**src/rtl/fetch_unit.sv**
```systemverilog
// fetch_unit: holds the architectural PC, issues one word read per
// instruction to instruction memory, and presents the fetched word to
// execute until it retires. The PC only moves on retire, so a slow
// execute stage stalls fetch without any extra handshaking.
module fetch_unit #(
    parameter int unsigned          ADDR_W   = 32,
    parameter logic [ADDR_W-1:0]    RESET_PC = '0
) (
    input  logic              clk,
    input  logic              reset,
    // instruction memory read port
    output logic              imem_req,
    output logic [ADDR_W-1:0] imem_addr,
    input  logic              imem_rvalid,
    input  logic [31:0]       imem_rdata,
    // decode/execute side
    output logic              instr_valid,
    output logic [31:0]       instr,
    output logic [ADDR_W-1:0] pc_out,
    input  logic              instr_ready,
    input  logic [ADDR_W-1:0] next_pc,
    output logic              misalign_trap
);

    typedef enum logic [1:0] {
        S_FETCH = 2'd0,   // request pulse for the word at pc
        S_WAIT  = 2'd1,   // waiting for memory, any latency
        S_VALID = 2'd2,   // presenting instr until execute retires it
        S_TRAP  = 2'd3    // misaligned next_pc seen; parked until reset
    } state_e;

    state_e            state_q, state_d;
    logic [ADDR_W-1:0] pc_q,    pc_d;
    logic [31:0]       instr_q, instr_d;
    logic              trap_q,  trap_d;

    logic              retire;
    logic              next_pc_aligned;

    assign retire          = (state_q == S_VALID) && instr_ready;
    assign next_pc_aligned = (next_pc[1:0] == 2'b00);

    // Next-state, PC and instruction capture logic
    always_comb begin
        state_d = state_q;
        pc_d    = pc_q;
        instr_d = instr_q;
        trap_d  = trap_q;
        unique case (state_q)
            S_FETCH: begin
                // Single-cycle request; memory answers no earlier than next cycle.
                state_d = S_WAIT;
            end
            S_WAIT: begin
                // rvalid is only meaningful here; elsewhere it is a stale
                // or unrelated response and must not disturb instr.
                if (imem_rvalid) begin
                    instr_d = imem_rdata;
                    state_d = S_VALID;
                end
            end
            S_VALID: begin
                if (retire) begin
                    if (next_pc_aligned) begin
                        pc_d    = next_pc;
                        state_d = S_FETCH;
                    end else begin
                        // Keep pc pointing at the faulting instruction.
                        trap_d  = 1'b1;
                        state_d = S_TRAP;
                    end
                end
            end
            S_TRAP: begin
                state_d = S_TRAP;
            end
            default: begin
                state_d = S_FETCH;
            end
        endcase
    end

    // State registers; reset wins over every other input
    always_ff @(posedge clk) begin
        if (reset) begin
            state_q <= S_FETCH;
            pc_q    <= RESET_PC;
            instr_q <= '0;
            trap_q  <= 1'b0;
        end else begin
            state_q <= state_d;
            pc_q    <= pc_d;
            instr_q <= instr_d;
            trap_q  <= trap_d;
        end
    end

    // Gate the request with reset so nothing is issued while reset is held,
    // whatever state the FSM happened to be in.
    assign imem_req      = (state_q == S_FETCH) && !reset;
    assign imem_addr     = pc_q;
    assign instr_valid   = (state_q == S_VALID);
    assign instr         = instr_q;
    assign pc_out        = pc_q;
    assign misalign_trap = trap_q;

endmodule

```
**config.mk**
```make
export PLATFORM = sky130hd
export DESIGN_NAME = fetch_unit
export DESIGN_NICKNAME = d
export VERILOG_FILES = /design/src/rtl/fetch_unit.sv
export SDC_FILE = /design/constraint.sdc
export NUM_CORES = 1
export LEC_CHECK = 0
export ABC_AREA = 1
export CAP_MARGIN = 10
export CORE_UTILIZATION = 42
export DETAILED_ROUTE_END_ITERATION = 6
export MAX_ROUTING_LAYER = met4
export PLACE_DENSITY = 0.95
export SLEW_MARGIN = 5
export SYNTH_ARGS = -nofsm -noshare
export SYNTH_HDL_FRONTEND = slang
export SYNTH_SLANG_ARGS = --single-unit
```
**constraint.sdc**
```tcl
create_clock -name clk -period 3 [get_ports clk]
set_input_delay 0.6 -clock clk [delete_from_list [all_inputs] [get_ports clk]]
set_output_delay 0.6 -clock clk [all_outputs]
set_load 0.01 [all_outputs]
```
==> results by group, run 1 <==
Synthesis
  – Yosys warning count: 0
  – Adder-Cell Fraction of Synth Area: 0%
  – Cells after Synth: 407
  – Compound-Gate Fraction of Synth Area: 5.54%
  – Post-synthesis xor/xnor area fraction: 0%
  – Post-synth cell types: 20
  – Seq/Total Area, Yosys: 43.6%
  – Synth Area in Simple Gates: 31.7%
  – Post-synthesis register bit count: 67
  – Multiplexer share of the synthesized area: 0%
  – Synthesized Nets: 475
  – Largest family of logic cells by synthesized area: simple AND/OR/NAND/NOR gates
  – Mapped cell area: 3070 µm²
  – Mean post-synth cell area: 7.55 µm²

Global routing
  – Total congestion overflow: 0
  – First-pass GRT wire length: 13.0 mm
  – Initial antenna violation count: 0
  – Vias in the first global route: 2748
  – Largest net degree at the start of global routing: 35
  – Tot GR Track Use: 22.4%

Hold path
  – Hold Crit Class: flip-flop to flip-flop

Setup path
  – Req. time, crit path: 2400 ps
  – Crit. End Element: primary output
  – Reg-to-reg slack, setup: 1180 ps
  – Element type at the critical path start: input port
  – CP arrival: 1720 ps
  – WS Path Type: input port to primary output
  – Crit-path max FO: 3

Floorplanning
  – Core Region: 6940 µm²
  – Die Y: 87.5 µm
  – Io pins: 167
  – Initial Utilization: 44.3%
  – Die ar.: 7660 µm²
  – Die Span X: 87.5 µm
  – Std-Cell Rows: 30

STA
  – Worst hold slack: 466 ps
  – RSZ-0062 raised after global routing: no
  – Fin crit share: 77.4%
  – Final TNS setup: 0 ps
  – Final setup viols: 0
  – Setup ws final: 677 ps
  – Pins Over Slew Limit: 0
  – Clk_skew: 7.37 ps
  – Maximum clock rate: 0.430 GHz
  – Max-slew headroom: 31.8%
  – Final Critical Period: 2320 ps
  – Worst Tran Pin Value: 1020 ps
  – Count of final hold-check violations: 0

Placed design
  – Final GP Congestion: 0.753
  – Dpl cells: 610
  – Post-placement setup slack: 683 ps
  – DP HPWL: 5.93 mm
  – Port bufs: 166

Flow run
  – Max-Cap Viols: 0

CTS
  – Htree depth: 3
  – CTS sink count: 67
  – Post-CTS setup buffer count: 0
  – Worst skew pair latency: 330 ps
  – Worst-path clk slew: 80 ps
  – Max clock buf depth: 2
  – Post-CTS resize count: 0
  – CTS tree: done
  – Root Buffer: clkbuf_8
  – CTS Hold Bufs: 0
  – CTS buffer count: 9

Final layout
  – Final nets: 593
  – Number of antenna diodes: 0
  – P&R area growth vs syn: 53.8%
  – Share of layout cells above drive strength 1: 6.04%
  – Most frequent cells in the layout: clkdlybuf4s50_1, nand2_1, nor2_1, dfxtp_1, nand4_1
  – Most common cell after layout, fill and taps aside: clkdlybuf4s50_1
  – Final Non-Filler Cells: 626

Route
  – DR pass1 iterations: 4
  – Post-route ant nets: 0
  – WL per Instance: 13.5 µm
  – Drt drc: 0
  – Avg Vias per Cell: 4.87
  – Drt total wl: 8.44 mm
  – First DRT Iteration DRCs: 140
  – Vias: 3050

Power
  – Combinational share of power: 14.5%
  – VDD IR max: 0.305 mV
  – P_int: 1.75 mW
  – Net Sw Frac: 22.9%
  – Net Switching: 520 µW
  – Sequential share of power: 41.3%
  – Leakage: 1.84 nW
  – PD cells: 481 nW/µm²
  – Clk pwr share: 44.2%

Run status
  – Status: complete, no violations
[power by group through the flow]
stage | Sequential (mW) | Combinational [mW] | Clock, mW
floorplan | 0.968 | 0.154 | 0
global placement | 0.956 | 0.324 | 0
detailed placement | 0.958 | 0.330 | 0
CTS | 0.938 | 0.331 | 1.03
global route | 0.941 | 0.358 | 1.07
finish | 0.938 | 0.330 | 1.01
[final cells by class]
| class | instances | area [µm²] |
|---|---|---|
| fillers | 545 | 2220 |
| repair buffers | 173 | 1710 |
| flip-flops and latches | 67 | 1340 |
| multi-input cells | 239 | 1140 |
| clock buffers | 10 | 138 |
| clock inverters | 6 | 136 |
| inverters | 35 | 133 |
| well taps | 96 | 120 |
[logic make-up after synthesis]
family / Yosys count
and+or+nand+nor: 205
buffers and inverters: 101
DFF: 67
AOI/OAI and AO/OA: 34
[sequential cells by signal, indices dropped and copies added, names as in the netlist]
| register | flops |
|---|---|
| imem_addr | 32 |
| instr | 32 |
| state_q | 2 |
| misalign_trap | 1 |
[path summary, 6_finish.rpt]
| kind | depth (start not counted) | end | from |
|---|---|---|---|
| max reg2reg | 5 | instr[13] | state_q[1] |
| min reg2reg | 2 | instr[27] | instr[27] |
| max | 3 | imem_req | reset |
| min | 2 | instr[27] | instr[27] |
[through the flow]
step	power (mW)	area [µm²]	util (%)
floorplan	1.12	3070	-
global placement	1.28	4450	64.1
detailed placement	1.29	4450	64.1
CTS	2.30	4730	68.1
global route	2.37	4730	68.1
finish	2.27	4730	68.1
[Yosys cell counts]
cell	number	area share, %
nand3_2	1	0.33
nand3_4	1	0.57
inv_2	2	0.24
nand4_1	62	13
buf_6	7	2.6
nor2_2	1	0.20
clkinv_2	1	0.16
clkbuf_1	3	0.37
inv_1	32	3.9
nor2_1	67	8.2
buf_1	3	0.37
a21oi_1	34	5.5
buf_4	35	8.6
nand2_1	69	8.4
dfxtp_1	67	44
nor2_8	1	0.65
or2_2	1	0.20
buf_2	18	2.9
nand3_1	1	0.16
nor2_4	1	0.37
[layer usage]
metal	up-vias	part of all wire (%)	GRT usage [%]	wire length [µm]
met3	6	8.6	6.03	726
met2	136	48	37.9	4060
met4	0	0.68	7.00	57
li1	1530	-	-	-
met5	-	0	-	0
met1	1378	43	26.0	3600
[worst max-delay path: stages]
cell and delay (ps):
clkdlybuf4s50_1 470, nor2_1 120, clkdlybuf4s50_1 540
No activity file was read; power rests on OpenSTA's default activity.
==> inputs of run 2 (changes only) <==
CORE_UTILIZATION = 39   (was 42)
PLACE_DENSITY = 0.9   (was 0.95)
clock period = 2.3 ns   (was 3 ns; I/O delays follow)
==> results by group, run 2 (synthesis gave the netlist of run 1 again) <==
Final layout
  – Fillcell total: 674 (+24%)
  – Final nets: 598 (+0.84%)
  – Final Non-Filler Cells: 637 (+1.8%)
  – Footprint of the multi-input gates: 1140 µm² (unchanged)
  – Share of layout cells above drive strength 1: 6.92% (+0.88 points)
  – Most frequent cells in the layout: clkdlybuf4s50_1, nand2_1, nor2_1, dfxtp_1, nand4_1
  – Finished Core Util: 60.8% (-7.2 points)
  – Most common cell after layout, fill and taps aside: clkdlybuf4s50_1
  – Number of antenna diodes: 0 (unchanged)
  – Sequential cell area: 1340 µm² (unchanged)
  – Design area: 4680 µm² (-1.1%)
  – P&R area growth vs syn: 52.2%

STA
  – RSZ-0062 raised after global routing: no
  – Final setup viols: 0 (unchanged)
  – Pins Over Slew Limit: 0 (unchanged)
  – Setup ws final: 271 ps (-406 ps)
  – Maximum clock rate: 0.493 GHz
  – Fin crit share: 88.2%
  – Final Critical Period: 2030 ps
  – Max-slew headroom: 70.4% (+39 points)
  – Final TNS setup: 0 ps (unchanged)
  – Clk_skew: 6.72 ps (-0.647 ps)
  – Worst Tran Pin Value: 444 ps (-578 ps)
  – Count of final hold-check violations: 0 (unchanged)

CTS
  – Worst skew pair latency: 340 ps (about the same)
  – Htree depth: 3 (unchanged)
  – CTS buffer count: 9 (unchanged)
  – CTS Hold Bufs: 0 (unchanged)
  – CTS tree: done
  – Worst-path clk slew: 70 ps (about the same)
  – Root Buffer: clkbuf_8
  – Max clock buf depth: 2 (unchanged)
  – Post-CTS resize count: 0 (unchanged)
  – Post-CTS setup buffer count: 0 (unchanged)
  – CTS sink count: 67 (unchanged)

Route
  – First DRT Iteration DRCs: 111 (-21%)
  – DR pass1 iterations: 4 (unchanged)
  – Avg Vias per Cell: 4.90 (+0.56%)
  – WL per Instance: 13.4 µm (-0.76%)
  – Drt drc: 0 (unchanged)
  – Vias: 3121 (+2.3%)
  – Post-route ant nets: 0 (unchanged)
  – Drt total wl: 8.53 mm (+0.98%)

Global routing
  – First-pass GRT wire length: 14.1 mm (+8.2%)
  – Vias in the first global route: 3077 (+12%)
  – Initial antenna violation count: 0 (unchanged)
  – Total congestion overflow: 0 (unchanged)
  – Largest net degree at the start of global routing: 36 (+2.9%)
  – Tot GR Track Use: 21.7% (-0.71 points)

Placed design
  – Placed inst area: 4500 µm² (+1.0%)
  – Final GP Congestion: 0.806 (+6.9%)
  – Port bufs: 166 (unchanged)
  – DP HPWL: 6.17 mm (+4.1%)
  – Dpl cells: 621 (+1.8%)
  – Post-placement setup slack: 257 ps (-427 ps)

Setup path
  – Critical-path cell list: clkdlybuf4s50_1, nor2_1, clkdlybuf4s50_1
  – Levels on crit path: 3 (unchanged)
  – Reg2reg path depth: 5 (unchanged)
  – Cell mode on critical path: clkdlybuf4s50_1
  – Crit-path max FO: 2 (-1)
  – Req. time, crit path: 1840 ps (-560 ps)
  – Crit. End Element: primary output
  – CP delay by family, top: buffers and inverters
  – Worst Setup SP: reset
  – Element type at the critical path start: input port
  – Buf/Inv on CP: 2 (unchanged)
  – Slowest-stage cell, CP: clkdlybuf4s50_1
  – CP peak stage delay: 560 ps (+20 ps)
  – Reg-to-reg startpoint: state_q[0]
  – Reg-to-reg slack, setup: 780 ps (-400 ps)
  – WS Path Type: input port to primary output
  – CP arrival: 1570 ps (-150 ps)

Run status
  – Status: complete, no violations

Floorplanning
  – Initial Utilization: 40.0% (-4.3 points)
  – Die Span X: 90.8 µm (+3.7%)
  – Die Y: 90.8 µm (+3.7%)
  – Die ar.: 8240 µm² (+7.5%)
  – Core Region: 7690 µm² (+11%)
  – Io pins: 167 (unchanged)
  – Std-Cell Rows: 32 (+6.7%)

Hold path
  – Hold Crit Class: flip-flop to flip-flop
  – HP Start: instr[7]
  – Hold depth: 2 (unchanged)

Power
  – Leakage: 1.81 nW (-1.4%)
  – VDD IR max: 0.397 mV (+30%)
  – PD cells: 542 nW/µm² (+13%)

Flow run
  – Max-Cap Viols: 0 (unchanged)
==> run 2: power breakdown <==
part,switching (mW),internal [mW]
combinational,0.207,0.234
clock,0.453,0.418
sequential,0.0246,1.20
total,0.684,1.85
==> run 2: layer usage <==
metal	global-route usage [%]	up-vias	routed length (µm)
li1	-	1535	-
met5	-	-	0
met4	7.93	0	149
met3	6.73	11	752
met2	37.9	144	4230
met1	23.0	1431	3390
==> run 2: per-stage QoR <==
step                      hold slack [ps]  power [mW]
after floorplan                       480        1.46
after global placement                446        1.68
after detailed placement              453        1.69
after CTS                             464        2.56
after global routing                  482        2.66
final                                 461        2.53
==> run 2: final timing paths <==
path | endpoint
max | imem_req
min | instr[7]
max reg2reg | instr[4]
min reg2reg | instr[7]
==> run 2: final cells by class <==
type,count,area share (%)
timing repair buffer,178,37.5
multi-input combinational,239,24.5
clock inverter,6,0.883
inverter,35,2.84
clock buffer,10,2.94
sequential,67,28.7
tap,102,2.73
==> run 2: worst reg2reg max path, delay by kind of cell (launching register included) <==
| family | cells | cell delay [ps] |
|---|---|---|
| flops | 1 | 420 |
| simple gates | 2 | 310 |
| compound gates | 1 | 60 |
| buf+inv | 2 | 620 |
